<file path="config.mk">
export PLATFORM = sky130hd
export DESIGN_NAME = shuffle_s_flat
export DESIGN_NICKNAME = d
export VERILOG_FILES = /design/src/rtl/shuffle_s_if.sv /design/src/rtl/shuffle_s.sv /design/src/flat_wrapper.sv
export SDC_FILE = /design/constraint.sdc
export NUM_CORES = 1
export LEC_CHECK = 0
export CORE_ASPECT_RATIO = 1.4
export CORE_UTILIZATION = 40
export CTS_CLUSTER_DIAMETER = 80
export DETAILED_ROUTE_END_ITERATION = 10
export GPL_ROUTABILITY_DRIVEN = 0
export PLACE_DENSITY = 0.61
export REMOVE_ABC_BUFFERS = 1
export SYNTH_ARGS = -nofsm -noshare
export SYNTH_HDL_FRONTEND = slang
export SYNTH_SLANG_ARGS = --single-unit
</file>
<file path="constraint.sdc">
create_clock -name clk -period 6.8 [get_ports clk]
set_input_delay 1.36 -clock clk [delete_from_list [all_inputs] [get_ports clk]]
set_output_delay 1.36 -clock clk [all_outputs]
set_load 0.005 [all_outputs]
</file>
<file path="src/rtl/shuffle_s_if.sv">
// S-RAM / handshake bundle for the RC4 key-scheduling stage.
// master = environment (start, key, RAM read data); slave = shuffle_s.
interface shuffle_s_if #(
  parameter int unsigned KEY_LENGTH = 3
);
  logic                      start;
  logic [KEY_LENGTH*8-1:0]   secret_key;
  logic [7:0]                q;
  logic [7:0]                address;
  logic [7:0]                data;
  logic                      wren;
  logic                      selector;
  logic                      finish;

  modport master (
    output start, secret_key, q,
    input  address, data, wren, selector, finish
  );

  modport slave (
    input  start, secret_key, q,
    output address, data, wren, selector, finish
  );
endinterface

</file>
<file path="src/rtl/shuffle_s.sv">
// RC4 key schedule: 256 in-place swaps j=j+s[i]+key[i mod KEY_LENGTH] on a single-port S RAM
// with 2-cycle read latency; 8 cycles per iteration, one-cycle finish pulse at the end.
module shuffle_s #(
  parameter int unsigned KEY_LENGTH = 3
) (
  input  logic        clk,
  input  logic        reset,
  shuffle_s_if.slave  bus
);

  localparam int unsigned KW = (KEY_LENGTH > 1) ? $clog2(KEY_LENGTH) : 1;

  typedef enum logic [3:0] {
    IDLE, RD_I, WAIT_I, CAP_I, RD_J, WAIT_J, CAP_J, WR_I, WR_J, DONE
  } state_e;

  state_e        state_q, state_d;
  logic [7:0]    i_q, i_d;
  logic [7:0]    j_q, j_d;
  logic [KW-1:0] k_q, k_d;
  logic [7:0]    si_q, si_d;
  logic [7:0]    sj_q, sj_d;
  logic [7:0]    key_byte_c;

  // Byte 0 of the key sits in the most significant byte lane.
  always_comb begin
    key_byte_c = 8'(bus.secret_key >> (8 * (KEY_LENGTH - 1 - 32'(k_q))));
  end

  always_ff @(posedge clk or posedge reset) begin
    if (reset) begin
      state_q <= IDLE;
      i_q     <= 8'h00;
      j_q     <= 8'h00;
      k_q     <= '0;
      si_q    <= 8'h00;
      sj_q    <= 8'h00;
    end else begin
      state_q <= state_d;
      i_q     <= i_d;
      j_q     <= j_d;
      k_q     <= k_d;
      si_q    <= si_d;
      sj_q    <= sj_d;
    end
  end

  always_comb begin
    state_d      = state_q;
    i_d          = i_q;
    j_d          = j_q;
    k_d          = k_q;
    si_d         = si_q;
    sj_d         = sj_q;
    bus.address  = 8'h00;
    bus.data     = 8'h00;
    bus.wren     = 1'b0;
    bus.finish   = 1'b0;
    bus.selector = (state_q != IDLE);

    case (state_q)
      IDLE: begin
        if (bus.start) begin
          state_d = RD_I;
          i_d     = 8'h00;
          j_d     = 8'h00;
          k_d     = '0;
        end
      end
      RD_I: begin
        bus.address = i_q;
        state_d     = WAIT_I;
      end
      WAIT_I: begin
        bus.address = i_q;
        state_d     = CAP_I;
      end
      CAP_I: begin
        si_d    = bus.q;
        j_d     = j_q + bus.q + key_byte_c;
        state_d = RD_J;
      end
      RD_J: begin
        bus.address = j_q;
        state_d     = WAIT_J;
      end
      WAIT_J: begin
        bus.address = j_q;
        state_d     = CAP_J;
      end
      CAP_J: begin
        sj_d    = bus.q;
        state_d = WR_I;
      end
      WR_I: begin
        bus.address = i_q;
        bus.data    = sj_q;
        bus.wren    = 1'b1;
        state_d     = WR_J;
      end
      WR_J: begin
        bus.address = j_q;
        bus.data    = si_q;
        bus.wren    = 1'b1;
        i_d         = i_q + 8'd1;
        // Wrapping key index avoids an i mod KEY_LENGTH divider.
        k_d         = (k_q == KW'(KEY_LENGTH - 1)) ? '0 : k_q + KW'(1);
        state_d     = (i_q == 8'hFF) ? DONE : RD_I;
      end
      DONE: begin
        bus.finish = 1'b1;
        state_d    = IDLE;
      end
      default: state_d = IDLE;
    endcase
  end

endmodule
</file>
<file path="src/flat_wrapper.sv">
// flat-port wrapper written by rule: the top's interface ports become plain ports
module shuffle_s_flat 
#(
  parameter int unsigned KEY_LENGTH = 3
)
  (clk, reset, bus_start, bus_secret_key, bus_q, bus_address, bus_data, bus_wren, bus_selector, bus_finish);
  shuffle_s_if #(.KEY_LENGTH(KEY_LENGTH)) bus_i ();
  input  logic clk;
  input  logic reset;
  input wire logic [$bits(bus_i.start)-1:0] bus_start;
  input wire logic [$bits(bus_i.secret_key)-1:0] bus_secret_key;
  input wire logic [$bits(bus_i.q)-1:0] bus_q;
  output wire logic [$bits(bus_i.address)-1:0] bus_address;
  output wire logic [$bits(bus_i.data)-1:0] bus_data;
  output wire logic [$bits(bus_i.wren)-1:0] bus_wren;
  output wire logic [$bits(bus_i.selector)-1:0] bus_selector;
  output wire logic [$bits(bus_i.finish)-1:0] bus_finish;
  assign bus_i.start = bus_start;
  assign bus_i.secret_key = bus_secret_key;
  assign bus_i.q = bus_q;
  assign bus_address = bus_i.address;
  assign bus_data = bus_i.data;
  assign bus_wren = bus_i.wren;
  assign bus_selector = bus_i.selector;
  assign bus_finish = bus_i.finish;
  shuffle_s #(.KEY_LENGTH(KEY_LENGTH)) u_core (.clk(clk), .reset(reset), .bus(bus_i));
endmodule
</file>
* Yosys cells after proc, flatten, opt, wreduce, memory -nomap -nowiden
Cells that the tools add are included.
** Storage, ports and cells
- Register bits after elaboration :: 38
- Input bits :: 35
- Output and inout port bits :: 19
- Logic and storage cells :: 46
** Cells by class
- Add/sub/neg operators :: 5
- Equal/unequal tests :: 12
- Shifts and indexed selects :: 1
- Mux-type cells :: 13
- Reductions and logical operators :: 9
** Operators by type and width (number)
- $pmux 8 s2 :: 4
- $pmux 4 s9 :: 1
- $shr 24x32->8 :: 1
- $add 8x8->8 :: 2
- $eq 4x3->1 const B :: 4
- $add 8x1->8 const B :: 1
- $eq 4x2->1 const B :: 2
- $eq 4x4->1 const B :: 2
- $eq 8x8->1 const B :: 1
- $mux 4 :: 2
- $mux 8 :: 1
- $reduce_or 3->1 :: 2
- $eq 4x1->1 const B :: 1
- $logic_not 4->1 :: 1
- $mux 2 :: 2
- $pmux 2 s2 :: 1
- $reduce_and 2->1 :: 2
- $reduce_bool 2->1 :: 2
- $reduce_bool 4->1 :: 1
- $sub 2x2->3 const A :: 1
- $add 2x1->2 const B :: 1
- $eq 2x2->1 const B :: 1
- $mux 1 :: 2
- $ne 2x2->1 const B :: 1
- $reduce_or 2->1 :: 1

* Logic depth before layout (Yosys ltp)
- Depth after elaboration :: 4
- Mapped depth :: 18
- Mapped depth without buffers :: 16

* Worst setup path before layout
No wires, ideal clock.
- Path kind :: input-to-reg
- Start point :: input port bus_secret_key[1]
- End point :: register u_core.j_q[7]
- Setup time :: 129 ps
- Data arrival time :: 3442 ps
- Required time :: 6671 ps
- Path slack :: 3229 ps
- Stages on the path :: 14
- Path buffers :: 0
- Cell sequence :: mux2i_1 nor2_1 a21oi_1 nor2_1 fa_1 ha_1 inv_1 fa_1 nor2b_1 o31ai_1 a21oi_1 xnor2_1 o211ai_1 o31ai_1
** On the way
- Word-level cells in the longest chain between the ends :: 3
** RTL lines
- start, declared :: line flat_wrapper.sv:11 : input wire logic [$bits(bus_i.secret_key)-1:0] bus_secret_key;
- $shr 24x32->8 :: line shuffle_s.sv:27 : key_byte_c = 8'(bus.secret_key >> (8 * (KEY_LENGTH - 1 - 32'(k_q))));
- $add 8x8->8 :: line shuffle_s.sv:80 : j_d = j_q + bus.q + key_byte_c;
- $pmux 8 s2 :: line shuffle_s.sv:61 : case (state_q)
- end signal, assigned :: line shuffle_s.sv:41 : j_q <= j_d;
- end, declared :: line shuffle_s.sv:19 : logic [7:0] j_q, j_d;
No other way between the ends.
A chain may end at the register's enable or synchronous reset.

* Worst setup path in the final report
- Start point :: register u_core.state_q[0]
- End point :: output port bus_data[3]
** On the way
- Word-level cells in the longest chain between the ends :: 2
- Elaborated cells between the ends (all ways) :: 3
- Classes of those cells :: eq/ne: 2; mux: 1
** RTL lines
- start, declared :: line shuffle_s.sv:17 : state_e state_q, state_d;
- start signal, assigned :: line shuffle_s.sv:39 : state_q <= state_d;
- $eq 4x4->1 / $eq 4x3->1 (equally long branches) :: line shuffle_s.sv:61
- $pmux 8 s2 * :: line shuffle_s.sv:61
- end, declared :: line flat_wrapper.sv:14 : output wire logic [$bits(bus_i.data)-1:0] bus_data;
Every way passes the cells marked *; elsewhere a longest branch is shown, timed or not.

==> flow_metrics.tcl <==
set metrics [dict create \
    outcome "finished clean" \
    post-layout-total-power_mw 1.38 \
    place_ws_ns 2.56 \
    h-tree-depth 2 \
    maximum_clock_insertion_buffer_count 2 \
    grt.busiest_layer "met2" \
    final.setup.worst_slack_ns 2.77 \
    netlist_top_cells_area "sky130_fd_sc_hd__dfrtp_1, sky130_fd_sc_hd__mux2_2, sky130_fd_sc_hd__fa_1, sky130_fd_sc_hd__ha_1, sky130_fd_sc_hd__o21ai_0" \
    post_route_cells_drive_above_1_share 0.101 \
    synth-seq-area-share 0.376 \
    drc_errors 0 \
    period_needed_ns 4.03 \
    antenna_cells_inserted 0 \
    synthDominantAreaCellType "sky130_fd_sc_hd__dfrtp_1" \
    dieArea_sq_mm 0.00665 \
    holdPathEnd "u_core.si_q[6]$_DFFE_PP0P_" \
    layout.area.seq_sq_um 951 \
    global_route_wire_length_before_repair_mm 9.94 \
    synthArstFlopShare 1.00 \
    hold_path_startpoint "u_core.si_q[6]$_DFFE_PP0P_" \
    initial_core_util 0.422 \
    reg2reg_to "u_core.j_q[7]$_DFFE_PP0P_" \
    reg2reg_setup_slack_ns 2.83 \
    tns_ns 0 \
    drtIter0Drc 119 \
    critical-path-top-delay-family "simple AND/OR/NAND/NOR gates" \
    grt_antenna_before_repair 0 \
    grt_use_met1 0.225 \
    timing.clock.skew_ns 0.00792 \
    path_buf_inv 1 \
    grt.met2_usage 0.362 \
    tightestPinTransition_ns 0.992 \
    multi_input_area_sq_mm 0.00145 \
    critical_path.max_fanout 26 \
    floorplan.die.height_um 96.1 \
    cts_hold_buffers 0 \
    finalCoreUtilization 0.527 \
    timing.final.setup_violations 0 \
    setup_repair_after_global_routing_missed_its_margin "no" \
    crit_type "reg2out" \
    cts_buffers 5 \
    syn-mean-instance-area_sq_um 9.73 \
    clock_sink_count 38 \
    min_delay_worst_type "reg2reg" \
    ys_warn_count 0 \
    critical_path.startpoint_type "flop" \
    port_buffers 53 \
    synth_edf_count 0 \
    synthFlopType "sky130_fd_sc_hd__dfrtp_1" \
    post-synth-top-area-fraction 0.376 \
    grt_pass1_vias 2048 \
    delay_contributed_by_the_slowest_stage_of_the_critical_path_ns 0.80 \
    power.leakage_nw 1.32 \
    hold_depth 1 \
    cts_clk_pin_slew_worst_paths_ns 0.07 \
    worst_setup_path_end_kind "primary output" \
    finalHoldViolCount 0 \
    post_cts.repair.setup_buffers 0 \
    area_growth_pct 24.8 \
    die_x_um 69.2 \
    ios 54 \
    synth.ff_latch_count 38 \
    critical_path.reg2reg.startpoint "u_core.k_q[0]$_DFFE_PP0P_" \
    grt-ovfl-total 0 \
    root_buffer "sky130_fd_sc_hd__clkbuf_8" \
    critical_path_required_ns 5.44 \
    core_area_sq_mm 0.00599 \
    pin_count_of_the_biggest_net_entering_global_routing 39 \
    final_max_slew_viol_count 0 \
    timing.critical_path.from "u_core.state_q[0]$_DFFE_PP0P_" \
    power_density_mw_per_mm2 436 \
    cts_tree "done" \
    dr_total_vias 2018 \
    post_cts_resize_count 0 \
    clock_network_latency_to_the_later_pin_of_the_worst_skew_pair_ns 0.29 \
    placementRows 33 \
    drtPass1Iterations 4 \
    dp_cells 369 \
    routed_wl_mm 5.74 \
    synthCells 260 \
    postRouteAntennaNets 0 \
    grtUsageMet3 0.0314 \
    layout_net_count 359 \
    post_synthesis_cell_area_sq_mm 0.00253 \
    grt_use_total 0.193 \
    viasPerCell 5.35 \
    achievable-frequency_mhz 248 \
    nFillCells 556 \
    final_cells 377 \
    layout_worst_path_cycle_share 0.593 \
    hpwlAfterDp_mm 4.33 \
    power.ir.vdd_worst_uv 219 \
    timing.max_cap.violations 0 \
    timing.slew.headroom 0.339 \
    worstRegToRegCells 16 \
    routedWlPerCell_um 15.2 \
    unique_masters_post_synth 44 \
    critical_path_arrival_ns 2.67 \
    timing.critical_path.cells "nor3_4, and2_1, a22o_1, clkdlybuf4s50_1" \
    cpMaxStageDelayCell "sky130_fd_sc_hd__and2_1" \
]
[flip-flops by register name (all words and copies together) (netlist names)]
name and flops:
u_core.i_q 8, u_core.j_q 8, u_core.si_q 8, u_core.sj_q 8, u_core.state_q 4, u_core.k_q 2
[cells by family (layout without fill, tap and decap cells)]
family          after synthesis  after routing  share of synthesized area
xor+xnor                     10             10                     0.0346
simple gates                 80             80                      0.156
flops                        38             38                      0.376
mux                          24             24                      0.103
fa+ha+maj                    18             18                      0.113
buf+inv                      25             72                     0.0505
compound gates               65             65                      0.166
[cell type report]
cell class	count	share of cell area
Tap cell	70	0.0278
Timing Repair Buffer	54	0.170
Clock inverter	1	0.00159
Sequential cell	38	0.301
Multi-Input combinational cell	197	0.460
Clock buffer	7	0.0274
Inverter	10	0.0119
[Yosys cell counts (2+ instances only)]
cell                       instances
sky130_fd_sc_hd__dfrtp_1          38
sky130_fd_sc_hd__nor2_1           26
sky130_fd_sc_hd__nand2_1          23
sky130_fd_sc_hd__o21ai_0          22
sky130_fd_sc_hd__mux2_2           16
sky130_fd_sc_hd__nand3_1          13
sky130_fd_sc_hd__a21oi_1          11
sky130_fd_sc_hd__ha_1             10
sky130_fd_sc_hd__inv_1            10
sky130_fd_sc_hd__a22o_1            8
sky130_fd_sc_hd__a22oi_1           8
sky130_fd_sc_hd__fa_1              8
sky130_fd_sc_hd__mux2i_1           7
sky130_fd_sc_hd__buf_2             6
sky130_fd_sc_hd__xnor2_1           6
sky130_fd_sc_hd__clkbuf_1          4
sky130_fd_sc_hd__o31ai_1           4
sky130_fd_sc_hd__xor2_1            4
sky130_fd_sc_hd__buf_4             3
sky130_fd_sc_hd__o21ai_1           3
sky130_fd_sc_hd__and3_1            2
sky130_fd_sc_hd__buf_6             2
sky130_fd_sc_hd__nand2b_1          2
sky130_fd_sc_hd__nor2b_1           2
sky130_fd_sc_hd__nor3_1            2
sky130_fd_sc_hd__o21a_1            2
[metal layers]
layer  routed length (um)  part of all wire
met1                 2340              0.41
met2                 3140              0.55
met3                  146             0.025
met4                  117             0.020
met5                    0                 0
[how the worst max path moves through the flow]
stage                                endpoint  slack, ns  cells after the start
global route        u_core.j_q[7]$_DFFE_PP0P_       2.39                     15
detailed placement  u_core.j_q[7]$_DFFE_PP0P_       2.56                     15
CTS                            bus_address[1]       2.71                      5
finish                            bus_data[3]       2.77                      4
global placement    u_core.j_q[7]$_DFFE_PP0P_       2.62                     15
floorplan           u_core.j_q[7]$_DFFE_PP0P_       3.21                     14
[worst reg2reg max path, stage by stage (launching register included)]
cell	delay, ns
sky130_fd_sc_hd__dfrtp_1	0.59
sky130_fd_sc_hd__inv_1	0.15
sky130_fd_sc_hd__ha_1	0.64
sky130_fd_sc_hd__mux2i_1	0.30
sky130_fd_sc_hd__nor2_1	0.06
sky130_fd_sc_hd__a21oi_1	0.13
sky130_fd_sc_hd__nor2_1	0.07
sky130_fd_sc_hd__fa_1	0.50
sky130_fd_sc_hd__ha_1	0.17
sky130_fd_sc_hd__inv_1	0.05
sky130_fd_sc_hd__fa_1	0.40
sky130_fd_sc_hd__nor2b_1	0.16
sky130_fd_sc_hd__o31ai_1	0.09
sky130_fd_sc_hd__a21oi_1	0.16
sky130_fd_sc_hd__xnor2_1	0.10
sky130_fd_sc_hd__o211ai_1	0.17
sky130_fd_sc_hd__o31ai_1	0.10
[power breakdown]
group	switching, mW	internal [mW]
sequential	0.120	0.330
clock	0.0786	0.0818
combinational	0.374	0.393
[metrics by stage]
stage	hold slack (ns)	cell area, sq um
after floorplan	0.465	2440
after global placement	0.482	3060
after detailed placement	0.497	3060
after CTS	0.508	3160
after global routing	0.517	3160
final	0.507	3160
[cell usage in the layout (no fill, tap or decap), types with 7 or more instances in the layout]
master | Yosys | routed
sky130_fd_sc_hd__clkdlybuf4s50_1 | 0 | 53
sky130_fd_sc_hd__dfrtp_1 | 38 | 38
sky130_fd_sc_hd__nor2_1 | 26 | 26
sky130_fd_sc_hd__nand2_1 | 23 | 23
sky130_fd_sc_hd__o21ai_0 | 22 | 22
sky130_fd_sc_hd__mux2_2 | 16 | 16
sky130_fd_sc_hd__nand3_1 | 13 | 13
sky130_fd_sc_hd__a21oi_1 | 11 | 11
sky130_fd_sc_hd__inv_1 | 10 | 10
sky130_fd_sc_hd__ha_1 | 10 | 10
sky130_fd_sc_hd__a22o_1 | 8 | 8
sky130_fd_sc_hd__a22oi_1 | 8 | 8
sky130_fd_sc_hd__fa_1 | 8 | 8
sky130_fd_sc_hd__mux2i_1 | 7 | 7
Note: power is estimated with default switching activity, not from simulation.
==> patch, RTL diff (config.mk and constraints unchanged) <==
Encoding of `state_e`: now Gray code (4 bits for 10 states).
--- a/src/rtl/shuffle_s.sv
+++ b/src/rtl/shuffle_s.sv
@@ -11,7 +11,7 @@
   localparam int unsigned KW = (KEY_LENGTH > 1) ? $clog2(KEY_LENGTH) : 1;
 
   typedef enum logic [3:0] {
-    IDLE, RD_I, WAIT_I, CAP_I, RD_J, WAIT_J, CAP_J, WR_I, WR_J, DONE
+    IDLE = 4'b0000, RD_I = 4'b0001, WAIT_I = 4'b0011, CAP_I = 4'b0010, RD_J = 4'b0110, WAIT_J = 4'b0111, CAP_J = 4'b0101, WR_I = 4'b0100, WR_J = 4'b1100, DONE = 4'b1101
   } state_e;
 
   state_e        state_q, state_d;
Formal check against the unedited RTL: same outputs for any inputs over 10 cycles, from zero or initial values and one cycle with reset high; not proved beyond that.
==> patch against the original RTL <==
Cell area grew 3.1%; sequential power fell by 6.0%; setup slack better by 0.14 ns; first-iteration DRC count up 34%; area after synthesis grew 3.4%; critical path depth is 11 higher; wire length increased by 8.8%; sequential cell count did not move; total power rose by 6.7%; largest cell class unchanged.
==> patch: results (changes against the original RTL) <==
| Metric | Value |
|---|---|
| Status | `completed` |
| Critical R2R Launch | `u_core.k_q[0]` |
| Peak supply drop | `0.2181 mV (-0.30%)` |
| Global-route wire length before repair | `10300 µm (+3.6%)` |
| Dpl cells | `389 (+5.4%)` |
| Number of buffers on the longest clock path | `2 (unchanged)` |
| Initial DRC count | `159 (+34%)` |
| Pin count of the biggest net entering global routing | `39 (unchanged)` |
| Worst slack, placed | `2.586 ns (+0.02625 ns)` |
| Non-Filler Instances | `397 (+5.3%)` |
| Worst setup margin | `2.907 ns (+0.1371 ns)` |
| Number of diodes | `0 (unchanged)` |
| Area after DPL | `3161 µm² (+3.1%)` |
| Hold Crit Start | `u_core.sj_q[0]` |
| H-tree level count | `2 (unchanged)` |
| Post-Synth XOR/XNOR Area | `2.681% (-0.78 points)` |
| DPL Wire Length | `4717 µm (+8.8%)` |
| Total GRT Usage | `19.09% (-0.21 points)` |
| Skew final | `0.01148 ns (+0.003560 ns)` |
| CP startpoint | `bus_secret_key[17]` |
| Worst EP arrival | `4.05 ns (+1.38 ns)` |
| Wirelength per Cell | `15.74 µm (+3.3%)` |
| Compound-gate portion of the synthesized area | `13.40% (-3.2 points)` |
| CP top delay family | `adder cells` |
| Largest cells by area after synthesis | `dfrtp_1, mux2i_1, mux2_2` |
| Detailed-route vias per instance | `5.433 (+1.5%)` |
| Pleak | `1.355 nW (+2.3%)` |
| Ratio of cells with drive above 1 in the final layout | `10.46% (+0.36 points)` |
| Crit path max fanout | `2 (-92%)` |
| Synth top cells by count | `dfrtp_1, nor2_1, o21ai_0` |
| Netlist cell types | `41 (-6.8%)` |
| Max stage delay cell, worst path | `fa_1` |
| Slowest Stage Delay on Critical Path | `0.50 ns (-0.30 ns)` |
| Avg Inst Size Synth | `9.402 µm² (-3.3%)` |
| Post-synthesis adder-cell area fraction | `10.91% (-0.37 points)` |
| Vias in the first global route | `2172 (+6.1%)` |
| Mux cell area share after synthesis | `16.13% (+5.8 points)` |
| Worst setup path category | `primary input to flop` |
| Fill cells | `591 (+6.3%)` |
| CTS Buf Count | `5 (unchanged)` |
| Nets | `377 (+5.0%)` |
| Final hold slack | `0.5086 ns (+0.001124 ns)` |
| Synth Warn # | `0 (unchanged)` |
| Clock transition at path regs | `0.08 ns` |
| Register area share after synthesis | `36.38% (-1.2 points)` |
| Relative slew margins | `55.66% (+22 points)` |
| Initial antenna violation count | `0 (unchanged)` |
-- patch: cell count changes after synthesis, moves of 5 or more --
cell	change
a22o_1	-5
a21oi_1	+9
mux2i_1	+16
nor2_1	+10
a22oi_1	-8
-- patch: layout make-up --
type | instances | area (µm²) | share of cell area, %
clock inverters | 1 | 5.005 | 0.1539
inverters | 12 | 45.04 | 1.385
repair buffers | 55 | 545.5 | 16.78
flip-flops and latches | 38 | 950.9 | 29.24
clock buffers | 7 | 86.33 | 2.655
well taps | 72 | 90.09 | 2.770
multi-input cells | 212 | 1529 | 47.02
-- patch: routing by layer --
metal	up-vias	part of all wire, %	track usage (%)	routed length, µm
met5	-	0	0	0
met4	0	1.7	6.923	106
met3	9	2.3	3.008	142
met2	33	54	34.95	3357
met1	1057	42	21.86	2640
li1	1058	-	-	-
-- patch: worst min-delay path by stage --
stage,endpoint,cells after the start
floorplan,u_core.j_q[7],1
global placement,u_core.si_q[0],1
detailed placement,u_core.si_q[1],1
CTS,u_core.si_q[1],1
global route,u_core.sj_q[2],1
finish,u_core.sj_q[0],1
-- patch: power by group --
| group | internal (mW) | switching, mW | total [mW] |
|---|---|---|---|
| logic | 0.441 | 0.443 | 0.884 |
| clock network | 0.0819 | 0.0805 | 0.162 |
| registers | 0.316 | 0.107 | 0.423 |
-- patch: kinds of logic after synthesis --
group                    count (synthesis)
AND/OR/NAND/NOR                         86
flip-flops                              38
multiplexers                            40
XOR/XNOR                                 8
buffers and inverters                   28
adder cells (fa/ha/maj)                 18
AO/OA/AOI/OAI                           60
